File: src/rtl/pose_pkg.sv
// Shared constants for the pose controller: HID keycodes, angle modulus, reset z, FSM states.
// Latency: n/a (constants only).
// Backpressure: n/a.
package pose_pkg;

    localparam logic [7:0] KEY_W     = 8'h1A;
    localparam logic [7:0] KEY_S     = 8'h16;
    localparam logic [7:0] KEY_A     = 8'h04;
    localparam logic [7:0] KEY_D     = 8'h07;
    localparam logic [7:0] KEY_Q     = 8'h14;
    localparam logic [7:0] KEY_E     = 8'h08;
    localparam logic [7:0] KEY_UP    = 8'h52;
    localparam logic [7:0] KEY_DOWN  = 8'h51;
    localparam logic [7:0] KEY_LEFT  = 8'h50;
    localparam logic [7:0] KEY_RIGHT = 8'h4F;
    localparam logic [7:0] KEY_Z     = 8'h1D;
    localparam logic [7:0] KEY_X     = 8'h1B;
    localparam logic [7:0] KEY_R     = 8'h15;

    localparam logic [11:0] TWO_PI = 12'h648;
    // Reset z (-4.0) for the default 8.8 position format.
    localparam logic [15:0] Z_INIT = 16'hFC00;

    typedef enum logic [2:0] {
        ST_IDLE,
        ST_VEL,
        ST_ANG,
        ST_POS,
        ST_DONE
    } state_e;

endpackage

File: src/rtl/pose_axis.sv
// pose_axis: velocity + angle of one rotation axis; POSE_CTRL_MOMENTUM_EN adds velocity state.
// Latency: velocity updates on vel_en, angle on ang_en, each at the following edge.
// Backpressure: none; strobes are one-cycle commands from the controller FSM.
module pose_axis
    import pose_pkg::*;
#(
    parameter int              AW       = 12,
    parameter logic [AW-1:0]   V_MAX    = 12'h010,
    parameter logic [AW-1:0]   FRICTION = 12'h002
) (
    input  logic          clk,
    input  logic          reset_n,
    input  logic          vel_en,
    input  logic          ang_en,
    input  logic          clr,
    input  logic [AW-1:0] accel,
    output logic [AW-1:0] angle
);

    localparam logic signed [AW:0] TWO_PI_S = $signed({1'b0, AW'(TWO_PI)});

    logic [AW-1:0] v_eff;
    logic [AW-1:0] angle_q, angle_d;
    logic signed [AW:0] s;

`ifdef POSE_CTRL_MOMENTUM_EN
    localparam logic signed [AW:0] VMAX_S = $signed({1'b0, V_MAX});
    localparam logic signed [AW:0] FRIC_S = $signed({1'b0, FRICTION});

    logic [AW-1:0] vel_q, vel_d;
    logic signed [AW:0] vext, aext, vsum;

    always_comb begin
        vel_d = vel_q;
        vext  = {vel_q[AW-1], vel_q};
        aext  = {accel[AW-1], accel};
        vsum  = vext + aext;
        if (clr) begin
            vel_d = '0;
        end else if (vel_en) begin
            if (accel != '0) begin
                if (vsum > VMAX_S)       vel_d = V_MAX;
                else if (vsum < -VMAX_S) vel_d = -V_MAX;
                else                     vel_d = vsum[AW-1:0];
            end else if (vext > FRIC_S) begin
                vel_d = vel_q - FRICTION;
            end else if (vext < -FRIC_S) begin
                vel_d = vel_q + FRICTION;
            end else begin
                vel_d = '0;
            end
        end
    end

    always_ff @(posedge clk) begin
        if (!reset_n) vel_q <= '0;
        else          vel_q <= vel_d;
    end

    assign v_eff = vel_q;
`else
    // Without momentum the rotation rate is just this frame's acceleration.
    logic vel_unused;
    assign vel_unused = vel_en ^ (^V_MAX) ^ (^FRICTION);
    assign v_eff      = accel;
`endif

    always_comb begin
        angle_d = angle_q;
        s       = $signed({1'b0, angle_q}) + $signed({v_eff[AW-1], v_eff});
        if (clr) begin
            angle_d = '0;
        end else if (ang_en) begin
            if (s >= TWO_PI_S)  angle_d = AW'(s - TWO_PI_S);
            else if (s[AW])     angle_d = AW'(s + TWO_PI_S);
            else                angle_d = s[AW-1:0];
        end
    end

    always_ff @(posedge clk) begin
        if (!reset_n) angle_q <= '0;
        else          angle_q <= angle_d;
    end

    assign angle = angle_q;

endmodule

File: src/rtl/pose_controller.sv
// pose_controller: per-frame 3-D pose update from a HID keycode; POSE_CTRL_MOMENTUM_EN enables angular momentum.
// Latency: frame tick in cycle t -> refreshed outputs with update_done in cycle t+4.
// Backpressure: none; ticks arriving while busy are dropped and flagged on sticky overrun.
module pose_controller
    import pose_pkg::*;
#(
    parameter int                 WI       = 8,
    parameter int                 WF       = 8,
    parameter int                 AW       = 12,
    parameter logic [WI+WF-1:0]   POS_STEP = 16'h0200,
    parameter logic [WI+WF-1:0]   POS_LIM  = 16'h7000,
    parameter logic [AW-1:0]      V_MAX    = 12'h010,
    parameter logic [AW-1:0]      A_STEP   = 12'h004,
    parameter logic [AW-1:0]      FRICTION = 12'h002
) (
    input  logic               Clk,
    input  logic               Reset_n,
    input  logic               frame_clk_rising_edge,
    input  logic [7:0]         keycode,
    output logic [AW-1:0]      alpha,
    output logic [AW-1:0]      beta,
    output logic [AW-1:0]      gamma,
    output logic [WI+WF-1:0]   x,
    output logic [WI+WF-1:0]   y,
    output logic [WI+WF-1:0]   z,
    output logic               update_done,
    output logic               overrun
);

    localparam int PW = WI + WF;
    localparam logic [PW-1:0]      Z_RST  = PW'(-(4 << WF));
    localparam logic signed [PW:0] STEP_S = $signed({1'b0, POS_STEP});
    localparam logic signed [PW:0] LIM_S  = $signed({1'b0, POS_LIM});

    state_e state_q, state_d;
    logic [7:0]    key_q, key_d;
    logic          overrun_q, overrun_d;
    logic [PW-1:0] x_q, x_d, y_q, y_d, z_q, z_d;
    logic          vel_en, ang_en, pos_en;
    logic          recenter;
    logic [AW-1:0] acc_alpha, acc_beta, acc_gamma;

    always_ff @(posedge Clk) begin
        if (!Reset_n) state_q <= ST_IDLE;
        else          state_q <= state_d;
    end

    always_comb begin
        state_d = state_q;
        unique case (state_q)
            ST_IDLE: if (frame_clk_rising_edge) state_d = ST_VEL;
            ST_VEL:  state_d = ST_ANG;
            ST_ANG:  state_d = ST_POS;
            ST_POS:  state_d = ST_DONE;
            ST_DONE: state_d = ST_IDLE;
            default: state_d = ST_IDLE;
        endcase
    end

    always_comb begin
        vel_en      = 1'b0;
        ang_en      = 1'b0;
        pos_en      = 1'b0;
        update_done = 1'b0;
        unique case (state_q)
            ST_VEL:  vel_en      = 1'b1;
            ST_ANG:  ang_en      = 1'b1;
            ST_POS:  pos_en      = 1'b1;
            ST_DONE: update_done = 1'b1;
            default: ;
        endcase
    end

    // The keycode is only meaningful on the accepted tick; later changes are ignored.
    always_comb begin
        key_d     = key_q;
        overrun_d = overrun_q;
        if (frame_clk_rising_edge) begin
            if (state_q == ST_IDLE) key_d     = keycode;
            else                    overrun_d = 1'b1;
        end
    end

    assign recenter  = (key_q == KEY_R);
    assign acc_alpha = (key_q == KEY_Q) ? A_STEP : (key_q == KEY_E) ? -A_STEP : '0;
    assign acc_beta  = (key_q == KEY_W) ? A_STEP : (key_q == KEY_S) ? -A_STEP : '0;
    assign acc_gamma = (key_q == KEY_A) ? A_STEP : (key_q == KEY_D) ? -A_STEP : '0;

    function automatic logic [PW-1:0] pos_move(input logic [PW-1:0] p,
                                               input logic up, input logic dn);
        logic signed [PW:0] s;
        s = {p[PW-1], p};
        if (up)      s = s + STEP_S;
        else if (dn) s = s - STEP_S;
        if (s > LIM_S)       s = LIM_S;
        else if (s < -LIM_S) s = -LIM_S;
        return s[PW-1:0];
    endfunction

    always_comb begin
        x_d = x_q;
        y_d = y_q;
        z_d = z_q;
        if (pos_en) begin
            if (recenter) begin
                x_d = '0;
                y_d = '0;
                z_d = Z_RST;
            end else begin
                x_d = pos_move(x_q, key_q == KEY_RIGHT, key_q == KEY_LEFT);
                y_d = pos_move(y_q, key_q == KEY_Z,     key_q == KEY_X);
                z_d = pos_move(z_q, key_q == KEY_UP,    key_q == KEY_DOWN);
            end
        end
    end

    always_ff @(posedge Clk) begin
        if (!Reset_n) begin
            key_q     <= '0;
            overrun_q <= 1'b0;
            x_q       <= '0;
            y_q       <= '0;
            z_q       <= Z_RST;
        end else begin
            key_q     <= key_d;
            overrun_q <= overrun_d;
            x_q       <= x_d;
            y_q       <= y_d;
            z_q       <= z_d;
        end
    end

    pose_axis #(.AW(AW), .V_MAX(V_MAX), .FRICTION(FRICTION)) u_axis_alpha (
        .clk(Clk), .reset_n(Reset_n), .vel_en(vel_en), .ang_en(ang_en),
        .clr(pos_en & recenter), .accel(acc_alpha), .angle(alpha)
    );

    pose_axis #(.AW(AW), .V_MAX(V_MAX), .FRICTION(FRICTION)) u_axis_beta (
        .clk(Clk), .reset_n(Reset_n), .vel_en(vel_en), .ang_en(ang_en),
        .clr(pos_en & recenter), .accel(acc_beta), .angle(beta)
    );

    pose_axis #(.AW(AW), .V_MAX(V_MAX), .FRICTION(FRICTION)) u_axis_gamma (
        .clk(Clk), .reset_n(Reset_n), .vel_en(vel_en), .ang_en(ang_en),
        .clr(pos_en & recenter), .accel(acc_gamma), .angle(gamma)
    );

    assign x       = x_q;
    assign y       = y_q;
    assign z       = z_q;
    assign overrun = overrun_q;

endmodule

File: config.mk
export PLATFORM = sky130hd
export DESIGN_NAME = pose_controller
export DESIGN_NICKNAME = d
export VERILOG_FILES = /design/src/rtl/pose_pkg.sv /design/src/rtl/pose_axis.sv /design/src/rtl/pose_controller.sv
export SDC_FILE = /design/constraint.sdc
export NUM_CORES = 1
export LEC_CHECK = 0
export CAP_MARGIN = 20
export CORE_MARGIN = 4
export CORE_UTILIZATION = 35
export CTS_BUF_LIST = sky130_fd_sc_hd__clkbuf_8
export CTS_CLUSTER_DIAMETER = 40
export DETAILED_ROUTE_END_ITERATION = 7
export PLACE_DENSITY = 0.59
export SLEW_MARGIN = 20
export SYNTH_ARGS = -nofsm -noshare
export SYNTH_HDL_FRONTEND = slang
export SYNTH_HIERARCHICAL = 1
export SYNTH_SLANG_ARGS = --single-unit
File: constraint.sdc
create_clock -name Clk -period 8.2 [get_ports Clk]
set_input_delay 0.82 -clock Clk [delete_from_list [all_inputs] [get_ports Clk]]
set_output_delay 0.82 -clock Clk [all_outputs]
set_load 0.005 [all_outputs]
==> metrics.md <==
| Metric | Value |
|---|---|
| Vias in the first global route | `6374` |
| Startpoint Class | `register` |
| Drt pass-1 iters | `5` |
| Cells along the critical path | `or4b_2 > nor2_1 > ha_1 > a211oi_2 > nor2_1 > xor2_1 > inv_1 > ha_1 > and3_1 > o311ai_2 > nand2b_4 > a31o_4 > o2bb2ai_2 > nor3_1 > a211o_1` |
| Clk network pwr share | `between 30% and 40%` |
| DR iter-0 viols | `259` |
| Tmin final | `4.842 ns` |
| Final wirelength | `19.12 mm` |
| PD cells | `~110 mW/mm^2` |
| Critical path peak fanout | `11` |
| Largest net degree at the start of global routing | `34` |
| Hpwl dp | `14.77 mm` |
| Slowest-stage cell, CP | `nor2_1` |
| NetSw | `0.3271 mW` |
| CTS H-tree lvls | `3` |
| Total power | `~0.97 mW` |
| Hold Fails Final Rpt | `0` |
| Die area | `0.02354 sq mm` |
| Post-route worst setup slack | `3.358 ns` |
| # fillers | `2106` |
| Number of buffers created by CTS | `9` |
| CP Class | `reg2reg` |
| CP endpoint kind | `register` |
| Routed wire length per instance | `around 15 um` |
| Worst Tran Pin Value | `0.9589 ns` |
| FF-to-FF path depth | `15` |
| Setup TNS | `0 ns` |
| I/O pin count | `97` |
| Core Region | `roughly 0.020 sq mm` |
| Die Wd | `153.4 um` |
| Clk sinks | `69` |
| P_int | `between 0.6 and 0.7 mW` |
| Rows | `52` |
| WP data arrival | `between 5 and 6 ns` |
| Critical Path Max Stage Delay | `0.76 ns` |
| Worst IR Drop VDD | `about 91 uV` |
| Worst hold path type | `reg2reg` |
| Port Buffers | `69` |
| Post-CTS setup repair buffer count | `0` |
| Area growth syn-to-layout | `14.25%` |
| Unrepaired setup endpoints after global routing | `no` |
| Max-slew violations | `0` |
| DP Worst Slack | `3.414 ns` |
| Total grt overflow | `0` |
| Layout Utilization | `41.27%` |
| Avg Vias per Cell | `between 5 and 6` |
| Hold Path Depth | `2` |
| Period utilization | `59.05%` |
| Max Fclk | `206.5 MHz` |
| Max-slew headroom | `35.61%` |
| Hold Buf Count CTS | `0` |
| Post_cts resized | `0` |
| Pleak | `between 3 and 4 nW` |
| Clock Latency Late Sink | `0.37 ns` |
| Die Ht | `~150 um` |
| Max clock buf depth | `2` |
| Share of total power in combinational logic | `between 20 and 30%` |
| Total GRT Usage | `16.11%` |
| TritonCTS clock tree | `done` |
| Placer Congestion | `0.8515` |
| Ys Warns | `6` |
| Share of cells above drive strength 1 | `between 10 and 15%` |
| Initial Util | `36.12%` |
| Reg clk slew, reported paths | `~0.080 ns` |
| Initial antenna violation count | `0` |
| CP required | `between 8 and 9 ns` |
| Final setup fails | `0` |
| Routed Antenna Nets | `0` |
| Post-synth design cell area | `0.007403 sq mm` |
| Vias | `6756` |
| Mapped Cells | `902` |
| DRC | `0` |
| Max-cap violations | `0` |
| First-pass GRT wire length | `32.00 mm` |
| Status | `complete, no violations` |
| Clock skew | `0.007972 ns` |
| Nets | `1022` |
| Inserted Diodes | `0` |
| Switching share of power | `33.69%` |
| Synth Area per Inst | `8.208 sq um` |
| Sequential group share of total power | `39.0%` |
| Clk root buf | `clkbuf_8` |
[worst max-delay path, delay by kind of cell, from the launching register on]
family,cells,cell delay (ns)
buffers and inverters,1,0.13
and+or+nand+nor,6,2.05
adders and majority gates,2,0.65
xor gates and xnor gates,1,0.29
DFF,1,0.49
AOI/OAI and AO/OA,5,1.13
[layout make-up]
type	count	area, sq um	share of cell area (%)
Tap cell	270	337.8	3.994
Clock buffer	9	123.9	1.464
Sequential cell	69	1381	16.33
Timing Repair Buffer	73	720.7	8.521
Multi-Input combinational cell	784	5719	67.62
Clock inverter	6	88.84	1.050
Inverter	23	86.33	1.021
[sequential cells by signal, indices dropped and copies added (netlist names)]
| register | count |
|---|---|
| state_q | 3 |
| u_axis_gamma/angle | 12 |
| key_q | 8 |
| u_axis_beta/angle | 12 |
| overrun | 1 |
| z | 7 |
| u_axis_alpha/angle | 12 |
| x | 7 |
| y | 7 |
[power by group through the flow]
stage | Combinational [mW] | Sequential (mW) | Clock [mW]
floorplan | 0.212 | 0.377 | 0
global placement | 0.271 | 0.386 | 0
detailed placement | 0.272 | 0.386 | 0
CTS | 0.274 | 0.379 | 0.334
global route | 0.303 | 0.383 | 0.346
finish | 0.273 | 0.378 | 0.319
[per-layer routing]
metal  vias up  wire length (um)  GRT usage [%]
li1       3434                 -              -
met1      3177              9305          21.74
met2       124              8857          26.67
met3        21               697          2.460
met4         0               259          4.752
met5         -                 0              0
[stage by stage]
step	cells	area, sq um	hold slack (ns)
after floorplan	937	7535	0.4642
after global placement	1219	8245	0.4928
after detailed placement	1219	8245	0.4962
after CTS	1234	8458	0.5075
after global routing	1234	8458	0.5385
final	1234	8458	0.5103
[cell usage in the layout (no fill, tap or decap), drive strengths merged, types with 9 or more instances in the layout]
cell type and instances:
clkbuf 9, a31oi 19, a21o 10, o211a 9, a211oi 20, o21a 9
nor3 37, ha 48, o31ai 10, conb 36, and2 16, inv 23
clkdlybuf4s50 69, or3 13, nand3 16, xor2 19, dfxtp 69, and3 13
nand2 54, nor2 97, a21oi 62, o211ai 24, nand2b 9, nor2b 11
o21ai 53, mux2i 13, xnor2 41, o21bai 10, nand3b 12, nor3b 16
[worst paths after layout]
kind | start | to | slack (ns)
hold reg to reg | u_axis_gamma/angle[2] | u_axis_gamma/angle[2] | 0.51
setup / recovery | key_q[2] | u_axis_beta/angle[8] | 3.36
hold / removal | u_axis_gamma/angle[2] | u_axis_gamma/angle[2] | 0.51
setup reg to reg | key_q[2] | u_axis_beta/angle[8] | 3.36
Note: power is estimated with default switching activity, not from simulation.
